<file path="src/rtl/bsdec_pkg.sv">
// Shared types and constants for the rate-coded bitstream decoder.
package bsdec_pkg;
  localparam int WORD_W    = 32;
  localparam int FRAC_BITS = 10;
  localparam logic [15:0] ONE_Q = 16'h0400;

  typedef logic [15:0] fix16_t;

  typedef enum logic [1:0] {IDLE, ACCUM, DUMP} bsdec_state_t;

  // Window sum -> Q6.10: one ones-count step is 2**(FRAC_BITS-log2(WORD_W)) LSB,
  // then divide by the window length. Truncates.
  function automatic fix16_t bsdec_decode(input logic [13:0] acc, input int log2_win);
    logic [19:0] t;
    t = ({6'b0, acc} << (FRAC_BITS - $clog2(WORD_W))) >> log2_win;
    return t[15:0];
  endfunction
endpackage

</file>
<file path="src/rtl/bitstream_decoder_if.sv">
// Word stream in, decoded value out. sat_cnt exists only with BSDEC_SAT_FLAG_EN.
interface bitstream_decoder_if;
  import bsdec_pkg::*;

  logic [WORD_W-1:0] bs_in;
  logic              bs_valid;
  logic              clear;
  fix16_t            y_out;
  logic              y_valid;
  logic              busy;
`ifdef BSDEC_SAT_FLAG_EN
  logic [15:0]       sat_cnt;
`endif

  modport master (
    output bs_in, bs_valid, clear,
    input  y_out, y_valid, busy
`ifdef BSDEC_SAT_FLAG_EN
    , input sat_cnt
`endif
  );

  modport slave (
    input  bs_in, bs_valid, clear,
    output y_out, y_valid, busy
`ifdef BSDEC_SAT_FLAG_EN
    , output sat_cnt
`endif
  );
endinterface

</file>
<file path="src/rtl/bitstream_decoder_popcount.sv">
// Combinational ones-count of a 32-bit word as a balanced adder tree.
module popcount32 (
  input  logic [31:0] word,
  output logic [5:0]  count
);
  logic [1:0] s1 [16];
  logic [2:0] s2 [8];
  logic [3:0] s3 [4];
  logic [4:0] s4 [2];

  always_comb begin
    for (int i = 0; i < 16; i++) s1[i] = {1'b0, word[2*i]} + {1'b0, word[2*i+1]};
    for (int i = 0; i < 8; i++)  s2[i] = {1'b0, s1[2*i]} + {1'b0, s1[2*i+1]};
    for (int i = 0; i < 4; i++)  s3[i] = {1'b0, s2[2*i]} + {1'b0, s2[2*i+1]};
    for (int i = 0; i < 2; i++)  s4[i] = {1'b0, s3[2*i]} + {1'b0, s3[2*i+1]};
    count = {1'b0, s4[0]} + {1'b0, s4[1]};
  end
endmodule

</file>
<file path="src/rtl/bitstream_decoder.sv">
// Averages ones-counts over 2**LOG2_WIN accepted words and rebuilds a Q6.10 value.
// Optional clipping counter: define BSDEC_SAT_FLAG_EN.
module bitstream_decoder
  import bsdec_pkg::*;
#(
  parameter int LOG2_WIN = 2
) (
  input  logic clk,
  input  logic reset,
  bitstream_decoder_if.slave bus
);
  localparam int ACC_W = 6 + LOG2_WIN;
  localparam int CNT_W = LOG2_WIN + 1;
  localparam logic [CNT_W-1:0] LAST = CNT_W'(2**LOG2_WIN - 1);

  bsdec_state_t     state;
  logic [5:0]       pc_w, pc_q;
  logic             pc_v;
  logic [ACC_W-1:0] acc, dump_acc, sum;
  logic [CNT_W-1:0] wcnt;
  fix16_t           y_q;
  logic             yv_q;

  popcount32 u_popcount (.word(bus.bs_in), .count(pc_w));

  assign sum = acc + ACC_W'(pc_q);

  // The window sum is parked in dump_acc so the accumulator can take the
  // next window's first word during the DUMP cycle.
  always_ff @(posedge clk) begin
    if (!reset) begin
      state    <= IDLE;
      pc_q     <= '0;
      pc_v     <= 1'b0;
      acc      <= '0;
      dump_acc <= '0;
      wcnt     <= '0;
      y_q      <= '0;
      yv_q     <= 1'b0;
    end else begin
      yv_q <= 1'b0;
      pc_q <= pc_w;
      pc_v <= bus.bs_valid & ~bus.clear;
      if (state == DUMP) begin
        y_q  <= bsdec_decode(14'(dump_acc), LOG2_WIN);
        yv_q <= 1'b1;
      end
      if (bus.clear) begin
        acc   <= '0;
        wcnt  <= '0;
        state <= IDLE;
      end else if (pc_v) begin
        if (wcnt == LAST) begin
          dump_acc <= sum;
          acc      <= '0;
          wcnt     <= '0;
          state    <= DUMP;
        end else begin
          acc   <= sum;
          wcnt  <= wcnt + CNT_W'(1);
          state <= ACCUM;
        end
      end else if (state == DUMP) begin
        state <= IDLE;
      end
    end
  end

  assign bus.y_out   = y_q;
  assign bus.y_valid = yv_q;
  assign bus.busy    = (state == ACCUM) | pc_v;

`ifdef BSDEC_SAT_FLAG_EN
  logic        clip_q, win_sat, dump_sat;
  logic [15:0] sat_q;

  // The clip flag travels alongside pc_q and follows the same window bookkeeping.
  always_ff @(posedge clk) begin
    if (!reset) begin
      clip_q   <= 1'b0;
      win_sat  <= 1'b0;
      dump_sat <= 1'b0;
      sat_q    <= '0;
    end else begin
      clip_q <= (bus.bs_in == '0) | (bus.bs_in == '1);
      if (state == DUMP && dump_sat && sat_q != 16'hFFFF) sat_q <= sat_q + 16'd1;
      if (bus.clear) begin
        win_sat <= 1'b0;
      end else if (pc_v) begin
        if (wcnt == LAST) begin
          dump_sat <= win_sat | clip_q;
          win_sat  <= 1'b0;
        end else begin
          win_sat <= win_sat | clip_q;
        end
      end
    end
  end

  assign bus.sat_cnt = sat_q;
`endif
endmodule

</file>
<file path="src/flat_wrapper.sv">
// flat-port wrapper written by rule: the top's interface ports become plain ports
module bitstream_decoder_flat import bsdec_pkg::*;
#(
  parameter int LOG2_WIN = 2
)
  (clk, reset, bus_bs_in, bus_bs_valid, bus_clear, bus_y_out, bus_y_valid, bus_busy);
  bitstream_decoder_if bus_i ();
  input  logic clk;
  input  logic reset;
  input wire logic [$bits(bus_i.bs_in)-1:0] bus_bs_in;
  input wire logic [$bits(bus_i.bs_valid)-1:0] bus_bs_valid;
  input wire logic [$bits(bus_i.clear)-1:0] bus_clear;
  output wire logic [$bits(bus_i.y_out)-1:0] bus_y_out;
  output wire logic [$bits(bus_i.y_valid)-1:0] bus_y_valid;
  output wire logic [$bits(bus_i.busy)-1:0] bus_busy;
  assign bus_i.bs_in = bus_bs_in;
  assign bus_i.bs_valid = bus_bs_valid;
  assign bus_i.clear = bus_clear;
  assign bus_y_out = bus_i.y_out;
  assign bus_y_valid = bus_i.y_valid;
  assign bus_busy = bus_i.busy;
  bitstream_decoder #(.LOG2_WIN(LOG2_WIN)) u_core (.clk(clk), .reset(reset), .bus(bus_i));
endmodule
</file>
<file path="config.mk">
export PLATFORM = sky130hd
export DESIGN_NAME = bitstream_decoder_flat
export DESIGN_NICKNAME = d
export VERILOG_FILES = /design/src/rtl/bsdec_pkg.sv /design/src/rtl/bitstream_decoder_if.sv /design/src/rtl/bitstream_decoder_popcount.sv /design/src/rtl/bitstream_decoder.sv /design/src/flat_wrapper.sv
export SDC_FILE = /design/constraint.sdc
export NUM_CORES = 1
export LEC_CHECK = 0
export ABC_AREA = 1
export CORE_AREA = 2 2 97 71
export CTS_BUF_LIST = sky130_fd_sc_hd__clkbuf_4 sky130_fd_sc_hd__clkbuf_8 sky130_fd_sc_hd__clkbuf_16
export DETAILED_ROUTE_END_ITERATION = 8
export DIE_AREA = 0 0 99 73
export GPL_ROUTABILITY_DRIVEN = 0
export SLEW_MARGIN = 20
export SYNTH_ARGS = -nofsm -noshare
export SYNTH_HDL_FRONTEND = slang
export SYNTH_SLANG_ARGS = --single-unit
</file>
<file path="constraint.sdc">
create_clock -name clk -period 9.1 [get_ports clk]
set_input_delay 2.275 -clock clk [delete_from_list [all_inputs] [get_ports clk]]
set_output_delay 2.275 -clock clk [all_outputs]
set_load 0.02 [all_outputs]
</file>
=== After elaboration in Yosys (flattened, before gate mapping) ===
Index checks and enable logic that the tools add are counted.

* Add/sub/neg operators: 33
* Bitwise logic cells: 4
* Reduce and logical (&&, ||, !) cells: 3
* Eq/ne operators: 3
* Muxes and demuxes: 6

{| class="wikitable"
|+ Operator list
! operator !! count
|-
| $add A1 B1 Y2 || 16
|-
| $add A2 B2 Y3 || 8
|-
| $add A3 B3 Y4 || 4
|-
| $add A4 B4 Y5 || 2
|-
| $add A8 B6 Y8 || 1
|-
| $mux W8 || 1
|-
| $add A5 B5 Y6 || 1
|-
| $mux W2 || 3
|-
| $add A3 B1 Y3 const B || 1
|-
| $eq A3 B2 Y1 const B || 1
|-
| $mux W3 || 1
|-
| $reduce_and A3 Y1 || 1
|-
| $eq A2 B1 Y1 const B || 1
|-
| $eq A2 B2 Y1 const B || 1
|-
| $not A1 Y1 || 2
|-
| $reduce_bool A2 Y1 || 1
|-
| $reduce_or A2 Y1 || 1
|-
| $and A1 B1 Y1 || 1
|-
| $mux W1 || 1
|-
| $or A1 B1 Y1 || 1
|}

* Word-level logic and storage cells: 57
* Bits in registers: 37
* Input bits: 36
* Output and inout bits: 18

=== Longest topological paths before layout ===
* Word-level depth: 5
* Mapped depth: 19
* Gate-level depth less buffers: 19

=== Hierarchy ===
Synthesis repeated with hierarchy kept, for this count alone.

* Cell total of the unflattened synthesis: 324
* Area total of the unflattened synthesis: 2,531.2 µm²

{| class="wikitable"
|+ By module, submodules not included
! module !! seq. area each (µm²) !! instances !! cells an instance !! area each (µm²)
|-
| bitstream_decoder || 740.7 || 1 || 233 || 1,721.7
|-
| popcount32 || 0.0 || 1 || 91 || 809.5
|}

=== Least setup slack after synthesis ===
Ideal clock, no wire load.

* Path type: input port to flip-flop
* Start: input bus_bs_in[17]
* End: register u_core.pc_q[4]
* Setup time: 0.120 ns
* Data required time: 8.980 ns
* Data arrival time: 6.315 ns
* Stages: 18
* Path buffers: 0
* Setup slack: 2.666 ns
* Cell sequence: fa_1 -> inv_1 -> fa_1 -> inv_1 -> fa_1 -> inv_1 -> fa_1 -> fa_1 -> fa_1 -> inv_1 -> ha_1 -> fa_1 -> nand2_1 -> inv_1 -> nor2_1 -> o21bai_1 -> o21ai_0 -> a21oi_1

* Cells in the longest elaborated chain, start to end: 5

{| class="wikitable"
|+ RTL lines
! item !! line !! source
|-
| start: declaration || flat_wrapper.sv:10 || <nowiki>input wire logic [$bits(bus_i.bs_in)-1:0] bus_bs_in;</nowiki>
|-
| $add A1 B1 Y2 || bitstream_decoder_popcount.sv:12 || <nowiki>for (int i = 0; i < 16; i++) s1[i] = {1'b0, word[2*i]} + {1'b0, word[2*i+1]};</nowiki>
|-
| $add A2 B2 Y3 || bitstream_decoder_popcount.sv:13 || <nowiki>for (int i = 0; i < 8; i++) s2[i] = {1'b0, s1[2*i]} + {1'b0, s1[2*i+1]};</nowiki>
|-
| $add A3 B3 Y4 || bitstream_decoder_popcount.sv:14 || <nowiki>for (int i = 0; i < 4; i++) s3[i] = {1'b0, s2[2*i]} + {1'b0, s2[2*i+1]};</nowiki>
|-
| $add A4 B4 Y5 || bitstream_decoder_popcount.sv:15 || <nowiki>for (int i = 0; i < 2; i++) s4[i] = {1'b0, s3[2*i]} + {1'b0, s3[2*i+1]};</nowiki>
|-
| $add A5 B5 Y6 || bitstream_decoder_popcount.sv:16 || <nowiki>count = {1'b0, s4[0]} + {1'b0, s4[1]};</nowiki>
|-
| end signal: assignment || bitstream_decoder.sv:42 || <nowiki>pc_q <= pc_w;</nowiki>
|-
| end: declaration || bitstream_decoder.sv:17 || <nowiki>logic [5:0] pc_w, pc_q;</nowiki>
|}

Every way passes these cells.
A chain may end at the register's enable or synchronous reset.

=== Final worst setup path ===
Ends and elaborated chain as after synthesis.

==> metrics.cfg <==
[outcome]
status = finished, final reports clean

[synthesis]
ys_seq_area_share_pct = 30.2
netlist_area_um2 = 2450
synthTopCellsByArea = dfxtp_1 30%, fa_1 20%, inv_1 11%
postSynthAreaPerCell_um2 = 7.94
synthDistinctLibCells = 31
synth_edf_count = 0
synth_cells = 309
synth_seq_cells = 37
yosysTopAreaCell = dfxtp_1
synth-warning-count = 0
synth_top_cell_area_share_pct = 30.2
synthFlopType = dfxtp_1
async_reset_ff_share_pct = 0

[critical_path]
critPathMaxStageDelay_ns = 0.54
path_cells = clkdlybuf4s50_1, fa_1, inv_1, fa_1, inv_1, fa_1, inv_1, fa_1, fa_1, fa_1, inv_1, ha_1, fa_1, nand2_1, inv_1, nor2_1, o21bai_1, o21ai_0, a21oi_1
crit_start = bus_bs_in[17]
crit_end = u_core.pc_q[4]
start_kind = primary input
r2r-end = u_core.acc[4]
path_delay_family = adder cells
r2r_slack_ns = 7.39
path_depth = 19
crit_type = primary input to flop
r2r-start = u_core.acc[0]
slowest_stage = fa_1
critPathMaxFanout = 2
endpoint_kind = flop
reg2reg_depth = 10
cp.arrival_ns = 6.92
path_buf_inv = 6
worstPathRequired_ns = 9.28
crit_top_cell = fa_1

[floorplan]
die_h_um = 73
start_util_pct = 38.3
rows = 25
dieArea_um2 = 7230
coreArea_um2 = 6410
io_pins = 54
die-width_um = 99

[clock_network]
clock_sinks = 37
cts_tree = built
cts_buffers = 5
cts_resized = 0
ctsHoldBuffers = 0
cts_setup_buffers = 0
cts.htree.levels = 2
clk_pin_slew_ns = 0.07
cts_root_buf = clkbuf_8
clock_latency_ns = 0.29
ctsLongestPathBuffers = 2

[global_routing]
grt_pass1_wl_mm = 7.71
grt_overflow = 0
antenna_found_initial = 0
grt_usage_pct = 13.4
grt_pass1_vias = 1715
grt_max_degree = 19

[placed_design]
portBuffers = 45
post-dp-hpwl_mm = 3.63
pre_cts_slack_ns = 2.04

[power_and_ir_drop]
powerDensity_nw_per_um2 = 224
p_leak_uw = 0.00146
peakVddDrop_v = 0.000127

[sta]
setup_viol = 0
final-hold-violation-count = 0
fin_crit_sh_pct = 74.1
setup_slack_ns = 2.35
rsz0062_at_grt = false
fin_skew_ns = 0.00321
fmax_ghz = 0.148
fin_crit_ns = 6.75
tightest_slew_ns = 0.517
tns_ns = 0
relSlewSlack_pct = 65.4
drv_slew = 0

[cells_and_area]
syn_to_final_growth_pct = 23.4
diodes = 0
fin_nets = 430
drive_gt1_share_pct = 3.37

[routing]
totalWireLength_mm = 4.49
vias = 1882
avgRoutedWirePerCell_um = 10.3
post-route-drc-count = 0
first_iter_violations = 75
vias_per_cell = 4.31
drtPass1Iterations = 4
ant_nets = 0

[run]
maxCapViolCount = 0

[worst_hold_path]
hold_class = flop to flop

synthesized netlist by cell type (2+ instances only):
cell      number
inv_1         74
nand2_1       47
dfxtp_1       37
nor2_1        29
fa_1          25
a21oi_1       21
o21ai_0       16
ha_1          14
nand3_1       12
buf_4          8
a211oi_1       2
buf_2          2
clkbuf_1       2
nand3b_1       2
or2_1          2
stage by stage:
step | std cells | total power [µW] | hold slack [ns] | cell area (µm²) | utilization (%)
after floorplan | 316 | 490 | 0.429 | 2480 | -
after global placement | 429 | 567 | 0.456 | 2940 | 45.9
after detailed placement | 429 | 576 | 0.463 | 2940 | 45.9
after CTS | 437 | 690 | 0.473 | 3030 | 47.3
after global routing | 437 | 782 | 0.496 | 3030 | 47.3
final | 437 | 679 | 0.467 | 3030 | 47.3
area by class of cell:
| type | count | area (µm²) |
|---|---|---|
| Multi-Input combinational cell | 190 | 1370 |
| Sequential cell | 37 | 741 |
| Tap cell | 81 | 101 |
| Fill cell | 637 | 3380 |
| Inverter | 76 | 285 |
| Clock buffer | 6 | 76.3 |
| Clock inverter | 2 | 10.0 |
| Timing Repair Buffer | 45 | 450 |
flip-flops by register name, indices dropped and copies added, names as in the netlist:
| signal | flops |
|---|---|
| u_core.pc_v | 1 |
| u_core.state | 2 |
| u_core.pc_q | 6 |
| u_core.bus.y_valid | 1 |
| u_core.bus.y_out | 8 |
| u_core.wcnt | 3 |
| u_core.dump_acc | 8 |
| u_core.acc | 8 |
layer usage:
layer	part of all wire (%)	GRT usage (%)	vias up	routed length, µm
li1	-	-	1003	-
met1	54	20.5	834	2440
met2	40	19.2	42	1780
met3	6.0	3.54	3	269
met4	0.13	2.28	0	6
met5	0	0	-	0
cell families after synthesis:
family          after synthesis  share of synthesized area [%]
simple gates                 97                           16.7
buf+inv                      89                           15.2
compound gates               44                           9.53
fa+ha+maj                    39                           27.5
flops                        37                           30.2
xor+xnor                      2                          0.714
other cells                   1                          0.153
cells in the final DEF, fill, tap and decap left out, types with 2 or more instances in the layout:
cell,n
o21ai_0,16
a211oi_1,2
clkinv_2,2
a21oi_1,21
dfxtp_1,37
nand3b_1,2
nand2_1,47
inv_1,74
fa_1,25
ha_1,14
clkdlybuf4s50_1,45
nor2_1,29
or2_1,2
clkbuf_8,5
conb_1,8
nand3_1,12
where the power goes:
group	internal, µW	total (µW)	switching, µW
clock network	56.0	113	56.5
logic	165	387	222
registers	176	179	3.71
total	397	679	282
worst min-delay path: cells and delay by family, from the launching register on:
family,cells,cell delay (ns)
AOI/OAI and AO/OA,1,0.06
buffers and inverters,1,0.06
DFF,1,0.30
how the worst min path moves through the flow:
| stage | from | end | slack, ns | cells past startpoint |
|---|---|---|---|---|
| final | u_core.dump_acc[6] | u_core.bus.y_out[9] | 0.47 | 2 |
| after CTS | u_core.wcnt[1] | u_core.wcnt[1] | 0.47 | 2 |
| after floorplan | u_core.dump_acc[4] | u_core.bus.y_out[7] | 0.43 | 2 |
| after detailed placement | u_core.wcnt[1] | u_core.wcnt[1] | 0.46 | 2 |
| after global routing | u_core.acc[5] | u_core.acc[5] | 0.50 | 2 |
| after global placement | u_core.wcnt[2] | u_core.wcnt[2] | 0.46 | 2 |
(Power assumes the default switching activity.)
